$ cat config.mk
export PLATFORM = sky130hd
export DESIGN_NAME = ps2_scancode_decoder
export DESIGN_NICKNAME = d
export VERILOG_FILES = /design/src/rtl/ps2_pkg.sv /design/src/rtl/ps2_ascii_lut.sv /design/src/rtl/ps2_scancode_decoder.sv
export SDC_FILE = /design/constraint.sdc
export NUM_CORES = 1
export LEC_CHECK = 0
export ABC_AREA = 1
export CORE_ASPECT_RATIO = 1.5
export CORE_UTILIZATION = 40
export CTS_CLUSTER_DIAMETER = 200
export DETAILED_ROUTE_END_ITERATION = 10
export REMOVE_ABC_BUFFERS = 1
export SLEW_MARGIN = 25
export SYNTH_ARGS = -nofsm -noshare
export SYNTH_HDL_FRONTEND = slang
export SYNTH_SLANG_ARGS = --single-unit
$ cat constraint.sdc
create_clock -name clk -period 3.2 [get_ports clk]
set_input_delay 0.64 -clock clk [delete_from_list [all_inputs] [get_ports clk]]
set_output_delay 0.64 -clock clk [all_outputs]
set_load 0.03 [all_outputs]
$ cat src/rtl/ps2_pkg.sv
// Shared constants and FSM state type for the PS/2 set-2 scan code decoder.
package ps2_pkg;

  localparam logic [7:0] SC_EXT    = 8'hE0;
  localparam logic [7:0] SC_BRK    = 8'hF0;
  localparam logic [7:0] SC_LSHIFT = 8'h12;
  localparam logic [7:0] SC_RSHIFT = 8'h59;

  typedef enum logic [1:0] {
    S_IDLE   = 2'd0,
    S_EXT    = 2'd1,
    S_BRK    = 2'd2,
    S_EXTBRK = 2'd3
  } state_e;

endpackage

$ cat src/rtl/ps2_ascii_lut.sv
// Set-2 scan code to ASCII: letters, digits (shifted to US symbols), space, enter.
module ps2_ascii_lut (
  input  logic [7:0] code,
  input  logic       shift,
  output logic [7:0] ascii
);

  logic       w_is_letter;
  logic       w_is_digit;
  logic [7:0] w_idx;
  logic [7:0] w_dig_sym;

  always_comb begin
    w_is_letter = 1'b1;
    w_idx       = 8'd0;
    case (code)
      8'h1C: w_idx = 8'd0;   8'h32: w_idx = 8'd1;   8'h21: w_idx = 8'd2;
      8'h23: w_idx = 8'd3;   8'h24: w_idx = 8'd4;   8'h2B: w_idx = 8'd5;
      8'h34: w_idx = 8'd6;   8'h33: w_idx = 8'd7;   8'h43: w_idx = 8'd8;
      8'h3B: w_idx = 8'd9;   8'h42: w_idx = 8'd10;  8'h4B: w_idx = 8'd11;
      8'h3A: w_idx = 8'd12;  8'h31: w_idx = 8'd13;  8'h44: w_idx = 8'd14;
      8'h4D: w_idx = 8'd15;  8'h15: w_idx = 8'd16;  8'h2D: w_idx = 8'd17;
      8'h1B: w_idx = 8'd18;  8'h2C: w_idx = 8'd19;  8'h3C: w_idx = 8'd20;
      8'h2A: w_idx = 8'd21;  8'h1D: w_idx = 8'd22;  8'h22: w_idx = 8'd23;
      8'h35: w_idx = 8'd24;  8'h1A: w_idx = 8'd25;
      default: w_is_letter = 1'b0;
    endcase
  end

  always_comb begin
    w_is_digit = 1'b1;
    w_dig_sym  = 8'h00;
    case (code)
      8'h45: w_dig_sym = shift ? 8'h29 : 8'h30;
      8'h16: w_dig_sym = shift ? 8'h21 : 8'h31;
      8'h1E: w_dig_sym = shift ? 8'h40 : 8'h32;
      8'h26: w_dig_sym = shift ? 8'h23 : 8'h33;
      8'h25: w_dig_sym = shift ? 8'h24 : 8'h34;
      8'h2E: w_dig_sym = shift ? 8'h25 : 8'h35;
      8'h36: w_dig_sym = shift ? 8'h5E : 8'h36;
      8'h3D: w_dig_sym = shift ? 8'h26 : 8'h37;
      8'h3E: w_dig_sym = shift ? 8'h2A : 8'h38;
      8'h46: w_dig_sym = shift ? 8'h28 : 8'h39;
      default: w_is_digit = 1'b0;
    endcase
  end

  always_comb begin
    ascii = 8'h00;
    if (w_is_letter)        ascii = (shift ? 8'h41 : 8'h61) + w_idx;
    else if (w_is_digit)    ascii = w_dig_sym;
    else if (code == 8'h29) ascii = 8'h20;
    else if (code == 8'h5A) ascii = 8'h0D;
  end

endmodule

$ cat src/rtl/ps2_scancode_decoder.sv
// Turns the PS/2 receiver byte stream into make/break/repeat key events with ASCII and a press counter.
module ps2_scancode_decoder
  import ps2_pkg::*;
#(
  parameter int COUNT_W     = 8,
  parameter bit SHIFT_UPPER = 1'b1
) (
  input  logic               clk,
  input  logic               resetn,
  input  logic [7:0]         data,
  input  logic               flag,
  output logic               key_valid,
  output logic               key_break,
  output logic               key_repeat,
  output logic               key_down,
  output logic               key_ext,
  output logic [7:0]         key_code,
  output logic [7:0]         key_ascii,
  output logic [COUNT_W-1:0] press_count
);

  logic               r_flag_q;
  logic               w_new_byte;
  state_e             r_state, w_state_nxt;
  logic               w_evt_make, w_evt_brk, w_evt_ext;

  logic               r_key_valid, r_key_break, r_key_repeat, r_key_down, r_key_ext;
  logic [7:0]         r_key_code, r_key_ascii;
  logic [COUNT_W-1:0] r_press_count;
  logic               r_shift_l, r_shift_r;

  logic               w_valid_nxt, w_break_nxt, w_repeat_nxt, w_down_nxt, w_ext_nxt;
  logic [7:0]         w_code_nxt, w_lut_ascii;
  logic [COUNT_W-1:0] w_count_nxt;
  logic               w_shl_nxt, w_shr_nxt, w_lut_shift;
  logic               w_is_shl, w_is_shr, w_match;

  assign w_new_byte = flag ^ r_flag_q;

  always_ff @(posedge clk or negedge resetn) begin
    if (!resetn) begin
      r_flag_q <= 1'b0;
      r_state  <= S_IDLE;
    end else begin
      r_flag_q <= flag;
      r_state  <= w_state_nxt;
    end
  end

  always_comb begin
    w_state_nxt = r_state;
    if (w_new_byte) begin
      if (data == SC_EXT)
        w_state_nxt = S_EXT;
      else if (data == SC_BRK)
        w_state_nxt = (r_state == S_EXT || r_state == S_EXTBRK) ? S_EXTBRK : S_BRK;
      else
        w_state_nxt = S_IDLE;
    end
  end

  // Any non-prefix byte completes an event; the state says which kind.
  always_comb begin
    w_evt_make = 1'b0;
    w_evt_brk  = 1'b0;
    w_evt_ext  = 1'b0;
    if (w_new_byte && data != SC_EXT && data != SC_BRK) begin
      w_evt_make = (r_state == S_IDLE) || (r_state == S_EXT);
      w_evt_brk  = (r_state == S_BRK)  || (r_state == S_EXTBRK);
      w_evt_ext  = (r_state == S_EXT)  || (r_state == S_EXTBRK);
    end
  end

  assign w_is_shl = (data == SC_LSHIFT) && !w_evt_ext;
  assign w_is_shr = (data == SC_RSHIFT) && !w_evt_ext;
  assign w_match  = (data == r_key_code) && (w_evt_ext == r_key_ext);

  always_comb begin
    w_valid_nxt  = 1'b0;
    w_break_nxt  = 1'b0;
    w_repeat_nxt = 1'b0;
    w_down_nxt   = r_key_down;
    w_ext_nxt    = r_key_ext;
    w_code_nxt   = r_key_code;
    w_count_nxt  = r_press_count;
    w_shl_nxt    = r_shift_l;
    w_shr_nxt    = r_shift_r;
    if (w_evt_make) begin
      if (w_is_shl)
        w_shl_nxt = 1'b1;
      else if (w_is_shr)
        w_shr_nxt = 1'b1;
      else if (r_key_down && w_match) begin
        w_valid_nxt  = 1'b1;
        w_repeat_nxt = 1'b1;
      end else begin
        w_valid_nxt = 1'b1;
        w_down_nxt  = 1'b1;
        w_code_nxt  = data;
        w_ext_nxt   = w_evt_ext;
        w_count_nxt = r_press_count + COUNT_W'(1);
      end
    end else if (w_evt_brk) begin
      if (w_is_shl)
        w_shl_nxt = 1'b0;
      else if (w_is_shr)
        w_shr_nxt = 1'b0;
      else begin
        w_break_nxt = 1'b1;
        if (w_match) w_down_nxt = 1'b0;
      end
    end
  end

  assign w_lut_shift = SHIFT_UPPER ? (w_shl_nxt | w_shr_nxt) : 1'b0;

  ps2_ascii_lut u_lut (
    .code  (w_code_nxt),
    .shift (w_lut_shift),
    .ascii (w_lut_ascii)
  );

  // ASCII is refreshed every cycle from the next code/shift, so it tracks both new keys and shift changes.
  always_ff @(posedge clk or negedge resetn) begin
    if (!resetn) begin
      r_key_valid   <= 1'b0;
      r_key_break   <= 1'b0;
      r_key_repeat  <= 1'b0;
      r_key_down    <= 1'b0;
      r_key_ext     <= 1'b0;
      r_key_code    <= 8'h00;
      r_key_ascii   <= 8'h00;
      r_press_count <= '0;
      r_shift_l     <= 1'b0;
      r_shift_r     <= 1'b0;
    end else begin
      r_key_valid   <= w_valid_nxt;
      r_key_break   <= w_break_nxt;
      r_key_repeat  <= w_repeat_nxt;
      r_key_down    <= w_down_nxt;
      r_key_ext     <= w_ext_nxt;
      r_key_code    <= w_code_nxt;
      r_key_ascii   <= w_ext_nxt ? 8'h00 : w_lut_ascii;
      r_press_count <= w_count_nxt;
      r_shift_l     <= w_shl_nxt;
      r_shift_r     <= w_shr_nxt;
    end
  end

  assign key_valid   = r_key_valid;
  assign key_break   = r_key_break;
  assign key_repeat  = r_key_repeat;
  assign key_down    = r_key_down;
  assign key_ext     = r_key_ext;
  assign key_code    = r_key_code;
  assign key_ascii   = r_key_ascii;
  assign press_count = r_press_count;

endmodule

==> summary.md, run 1 <==
| Metric | Value |
|---|---|
| Outcome | `finished, final reports clean` |
| Crit end category | `flip-flop` |
| Final hold vios | `0` |
| Clk pwr share | `0.198` |
| Largest net degree at the start of global routing | `35` |
| Hold endpoint | `press_count[7]` |
| Crit start category | `input port` |
| Sequential share of power | `0.268` |
| Int Pwr | `1.42 mW` |
| Most common cell after layout, fill and taps aside | `nand2_1` |
| Net switching share of the total power | `0.418` |
| R2R setup slack | `0.49 ns` |
| Gr usage total | `0.209` |
| CP arrival | `3.10 ns` |
| R2R depth | `21` |
| Tcrit/Tclk final | `0.901` |
| Total clock sinks | `34` |
| Worst hold slack | `0.475 ns` |
| IO buf count | `39` |
| Fmax | `347 MHz` |
| Fin Setup TNS | `0 ns` |
| Core Region | `6900 µm²` |
| Post-synth EDFFs | `0` |
| Clock Skews | `0.00884 ns` |
| Mapped Area | `2870 µm²` |
| RSZ-0062 raised after global routing | `false` |
| Peak VDD IR | `0.243 mV` |
| Via count | `3,015` |
| Drt pass-1 iters | `6` |
| Die Height | `106 µm` |
| Worst hold start | `press_count[7]` |
| Setup violators final | `0` |
| Die Wd | `71.1 µm` |
| Syn avg cell area | `7.40 µm²` |
| Psw | `1.02 mW` |
| Ys flop type | `dfrtp_1` |
| Post-layout util | `0.632` |
| Clk root buf | `clkbuf_8` |
| Die area | `7510 µm²` |
| Critical Path Fanout Max | `6` |
| Antenna viol nets, final | `0` |
| Clk slew on worst S/H paths | `0.08 ns` |
| Layout cells sized above 1 | `0.402` |
| Final wirelength | `7820 µm` |
| Kind of critical path | `input port to flip-flop` |
| RD Place Congestion | `0.946` |
| Drt initial violations | `100` |
| R2r startpoint | `r_flag_q` |
| Clock buffer depth | `2` |
| HPWL Detailed | `5870 µm` |
| Starting Density | `0.415` |
| Post-Synthesis Cells | `387` |
| Seq/Total Area, Yosys | `0.297` |
| Drt wl/cell | `12.9 µm` |
| Number of I/O pins | `40` |
| MaxCap Viol Count | `0` |
| Flops & latches, synth | `34` |
| Hold Path Class | `flip-flop to flip-flop` |
| Vias in the first global route | `2,893` |
| Worst-skew pair later-pin latency | `0.28 ns` |
| CTS buffer count | `5` |
| Fin crit period | `2.88 ns` |
| Slew Viols, Final | `0` |
| Worst Hold Depth | `1` |
| Yosys cell types | `43` |
| Initial antenna violation count | `0` |
| # rows | `37` |
| Final #Nets | `539` |
| CTS tree | `yes` |
| DR DRC count | `0` |
| Worst Path Required | `3.42 ns` |
| Area growth syn-to-layout | `52.2%` |
| Gr ovfl total | `0` |
| Global-route wire length before repair | `12,700 µm` |
| Commonest non-fill, non-tap cells in the layout | `nand2_1 (101), buf_4 (90), nor2_1 (34), dfrtp_1 (34), nand3_1 (32)` |
| Logic pwr share | `0.534` |
| Diode count | `0` |
| Leakage | `2.26 nW` |
| Via-to-Cell Ratio | `4.98` |
| H-Tree Depth | `2` |
| Async SR Flop Fraction | `1.00` |
| Warnings from Yosys | `0` |
| PwrDens | `558 nW/µm²` |
| R2R Path End | `key_ascii[3]` |
==> worst max path at each step <==
stage,from,endpoint,cells after the start
floorplan,data[2],key_ascii[4],18
global route,data[4],key_ascii[3],25
CTS,data[0],key_ascii[4],21
finish,data[4],key_ascii[3],25
global placement,data[2],key_ascii[4],21
detailed placement,data[2],key_ascii[4],21
==> synthesized netlist by cell type, types with 7 or more instances <==
cell	count	area, µm²
dfrtp_1	34	851
nand4_1	7	43.8
xor2_1	12	105
inv_1	24	90.1
nor2_4	7	78.8
nand3_1	34	170
nand3_2	10	100
inv_2	10	37.5
nor2_1	43	161
nand2_1	110	413
nand2_2	24	150
==> layer usage <==
layer  track usage  up-vias  wire length (µm)
met1         0.244     1412              3290
met5             0        -                 0
met3        0.0229       18               164
li1              -     1526                 -
met2         0.386       59              4160
met4        0.0786        0               201
==> layout make-up <==
cell class	instances	area, µm²
Fill cell	589	2540
Multi-Input combinational cell	316	1990
Timing Repair Buffer	133	1140
Sequential cell	34	851
Inverter	36	145
Tap cell	78	97.6
Clock buffer	5	68.8
Clock inverter	3	68.8
==> cell families (layout without fill, tap and decap cells) <==
kind of cell             Yosys count  after routing  share of synthesized area
AO/OA/AOI/OAI                     24             24                     0.0511
XOR/XNOR                          16             16                     0.0515
adder cells (fa/ha/maj)            2              2                    0.00873
buffers and inverters             39            177                     0.0603
flip-flops                        34             34                      0.297
multiplexers                       1              1                    0.00393
other                              1              1                    0.00131
AND/OR/NAND/NOR                  270            272                      0.526
==> timing repair <==
action                                  CTS  global route
gates resized for setup                   4            45
setup buffers                             2            13
hold buffers                              0             0
endpoints found under the setup margin    6             7
pin swaps                                 1            33
hold endpoints to repair                  0             0
gates cloned                              0             2
==> flip-flops by register name, indices dropped and copies added, names as in the netlist <==
signal and cells:
key_code 8, key_repeat 1, key_down 1, key_ascii 8
r_shift_l 1, key_valid 1, r_shift_r 1, r_flag_q 1
press_count 8, key_ext 1, key_break 1, r_state 2
==> power groups by stage <==
stage	sequential, mW	clock, mW	combinational, mW
floorplan	0.840	0	0.547
global placement	0.655	0	1.24
detailed placement	0.659	0	1.25
CTS	0.652	0.490	1.26
global route	0.668	0.505	1.41
finish	0.652	0.482	1.30
==> worst max-delay path: stages <==
cell and delay [ns]:
dlymetal6s2s_1 0.16, nand2_1 0.08, inv_1 0.05, nand2_2 0.08, nor2_4 0.05, nor2_8 0.16, nand3_4 0.18, nand2_4 0.15
nand2_4 0.07, nor2_8 0.18, nand2_8 0.08, nand2_4 0.09, nand2_2 0.08, nand2_2 0.09, nor2_4 0.06, buf_6 0.11
nand2_1 0.07, nand2_1 0.08, nor2_2 0.14, nand3_2 0.14, nand2_1 0.09, nand2_1 0.05, nand2_1 0.05, nand2_1 0.05
a21oi_2 0.10
==> stage by stage <==
step,cells,total power [mW],setup slack [ns],area (µm²)
detailed placement,580,1.91,-0.384,3930
CTS,590,2.40,0.00809,4100
floorplan,384,1.39,0.327,2840
global route,605,2.59,0.0650,4360
finish,605,2.43,0.315,4360
global placement,580,1.90,-0.360,3930
Power figures use the tool's default switching activity.
==> run 2: changes to the inputs <==
clock period = 2.5 ns   (was 3.2 ns; I/O delays follow)
==> summary.md, run 2 (synthesis gave the netlist of run 1 again) <==
| Metric | Value |
|---|---|
| CP arrival | `2.93 ns (-0.17 ns)` |
| Vias in the first global route | `3,230 (+12%)` |
| Final wirelength | `8680 µm (+11%)` |
| Outcome | `finished with violations` |
| MaxCap Viol Count | `0 (unchanged)` |
| H-Tree Depth | `2 (unchanged)` |
| Failing checks | `DRC, setup timing` |
| Number of I/O pins | `40 (unchanged)` |
| RD Place Congestion | `0.950 (+0.41%)` |
| Clk root buf | `clkbuf_8` |
| Largest net degree at the start of global routing | `35 (unchanged)` |
| Drt wl/cell | `13.8 µm (+6.6%)` |
| Setup ws final | `-0.205 ns (-0.520 ns)` |
| Int Pwr | `1.93 mW (+36%)` |
| PwrDens | `696 nW/µm² (+25%)` |
| Crit end category | `flip-flop` |
| Peak VDD IR | `0.323 mV (+33%)` |
| Crit start category | `flip-flop` |
| Clock buffer depth | `2 (unchanged)` |
| Net switching share of the total power | `0.420 (+0.00246)` |
| Via-to-Cell Ratio | `5.00 (+0.33%)` |
| Fin crit period | `2.70 ns` |
| Final #Nets | `564 (+4.6%)` |
| Kind of critical path | `flip-flop to flip-flop` |
| Layout cells sized above 1 | `0.511 (+0.109)` |
| Commonest non-fill, non-tap cells in the layout | `buf_4 (106), nand2_1 (82), nand2_2 (39)` |
| Initial antenna violation count | `0 (unchanged)` |
| HPWL Detailed | `6130 µm (+4.3%)` |
| Diode count | `0 (unchanged)` |
| Placed cell area | `4040 µm² (+2.9%)` |
| Placed cell count | `595 (+2.6%)` |
| Gr usage total | `0.239 (+0.0292)` |
| RSZ-0062 raised after global routing | `true` |
| Global-route wire length before repair | `14,200 µm (+12%)` |
| Worst-skew pair later-pin latency | `0.29 ns (about the same)` |
| Leakage | `2.43 nW (+7.6%)` |
| Starting Density | `0.415 (unchanged)` |
| Cell Count, Final, Fillers Out | `630 (+4.1%)` |
| Fin Setup TNS | `-1.25 ns (-1.25 ns)` |
| Fmax | `370 MHz` |
| CTS buffer count | `5 (unchanged)` |
| Die Wd | `71.1 µm (unchanged)` |
| Die Height | `106 µm (unchanged)` |
| Total clock sinks | `34 (unchanged)` |
| Worst Path Required | `2.72 ns (-0.70 ns)` |
| Worst hold slack | `0.388 ns (-0.0873 ns)` |
| Antenna viol nets, final | `0 (unchanged)` |
| Cell area after layout | `4780 µm² (+9.6%)` |
| Drt initial violations | `106 (+6.0%)` |
| Pwr Total | `3.32 mW (+37%)` |
| Clk pwr share | `0.187 (-0.011)` |
| Via count | `3,150 (+4.5%)` |
| Most common cell after layout, fill and taps aside | `buf_4` |
| CTS tree | `yes` |
| Critical Path Fanout Max | `6 (unchanged)` |
| Sequential share of power | `0.240 (-0.028)` |
| Psw | `1.40 mW (+37%)` |
| Clk slew on worst S/H paths | `0.08 ns (about the same)` |
| Final hold vios | `0 (unchanged)` |
| Gr ovfl total | `0 (unchanged)` |
| Hold Path Class | `input port to flip-flop` |
| Die area | `7510 µm² (unchanged)` |
| Tcrit/Tclk final | `1.08` |
| Clock Skews | `0.00826 ns (-0.000588 ns)` |
| # rows | `37 (unchanged)` |
| DR DRC count | `4 (+4)` |
| Slew Viols, Final | `0 (unchanged)` |
| IO buf count | `39 (unchanged)` |
| Logic pwr share | `0.573 (+0.039)` |
| Core Region | `6900 µm² (unchanged)` |
| Setup violators final | `7 (+7)` |
| Area growth syn-to-layout | `66.8%` |
| Drt pass-1 iters | `7 (+1)` |
==> run 2: cell count changes in the layout (fill, tap and decap cells not counted), moves of 6 or more <==
cell and change:
nand2_1 -19, buf_4 +16, nand2_2 +10, buf_6 +9
dlymetal6s2s_1 -9, buf_2 +8, nand2_4 +7, nor2_1 -7
nand3_1 -6, nor2_4 +6
==> run 2: repair_timing <==
action | in CTS | in global routing
resized for setup | 106 | 37
hold buffers | 0 | 0
buffers inserted | 15 | 10
setup endpoints to repair | 10 | 7
pin swaps | 62 | 21
cloned | 2 | 0
==> run 2: final cells by class <==
| class | instances | area, µm² |
|---|---|---|
| repair buffers | 159 | 1340 |
| multi-input cells | 315 | 2210 |
| flip-flops and latches | 34 | 851 |
| well taps | 78 | 97.6 |
| clock inverters | 3 | 68.8 |
| fillers | 536 | 2120 |
| clock buffers | 5 | 68.8 |
| inverters | 36 | 143 |
==> run 2: power by group through the flow <==
stage	sequential (mW)	clock (mW)	combinational [mW]
final	0.799	0.622	1.90
after global routing	0.816	0.647	2.06
after CTS	0.804	0.626	1.82
after detailed placement	0.812	0	1.69
after global placement	0.807	0	1.68
after floorplan	1.07	0	0.700
==> run 2: critical path: stages, from the launching register on <==
cell and delay [ns]:
dfrtp_1 0.43, xnor2_4 0.17, nor2_8 0.16, nand3_4 0.14, buf_6 0.15, nand2_4 0.06, nand2_4 0.06, nor2_8 0.17
nand2_8 0.10, nand2_8 0.09, nand3_4 0.07, nor2_4 0.22, nand2_2 0.10, nand2_1 0.13, nor2_4 0.05, nand2_2 0.07
ha_2 0.18, inv_2 0.04, o21ai_2 0.10, nand2_1 0.05, o21ai_1 0.07
==> run 2: path summary, 6_finish.rpt <==
kind	from	to	slack, ns	cells after the start
worst max-delay path	r_flag_q	key_ascii[4]	-0.20	20
worst min-delay path	flag	r_flag_q	0.39	1
worst max register to register	r_flag_q	key_ascii[4]	-0.20	20
worst min register to register	press_count[7]	press_count[7]	0.47	1
max in group asynchronous	resetn	key_ascii[6]	1.56	2
min in group asynchronous	resetn	r_state[1]	0.61	2
==> run 2: metal layers <==
| metal | vias to the layer above | track usage | share of wire |
|---|---|---|---|
| met3 | 22 | 0.0268 | 0.022 |
| met5 | - | 0 | 0 |
| met4 | 0 | 0.0971 | 0.030 |
| met2 | 53 | 0.451 | 0.54 |
| met1 | 1500 | 0.265 | 0.40 |
| li1 | 1575 | - | - |
==> run 2: stage by stage <==
| stage | util | worst slack, ns |
|---|---|---|
| 3_3_place_gp | 0.586 | -1.03 |
| 5_1_grt | 0.693 | -0.380 |
| 3_5_place_dp | 0.586 | -1.04 |
| 2_1_floorplan | - | -0.233 |
| 4_1_cts | 0.662 | -0.218 |
| 6_report | 0.693 | -0.205 |
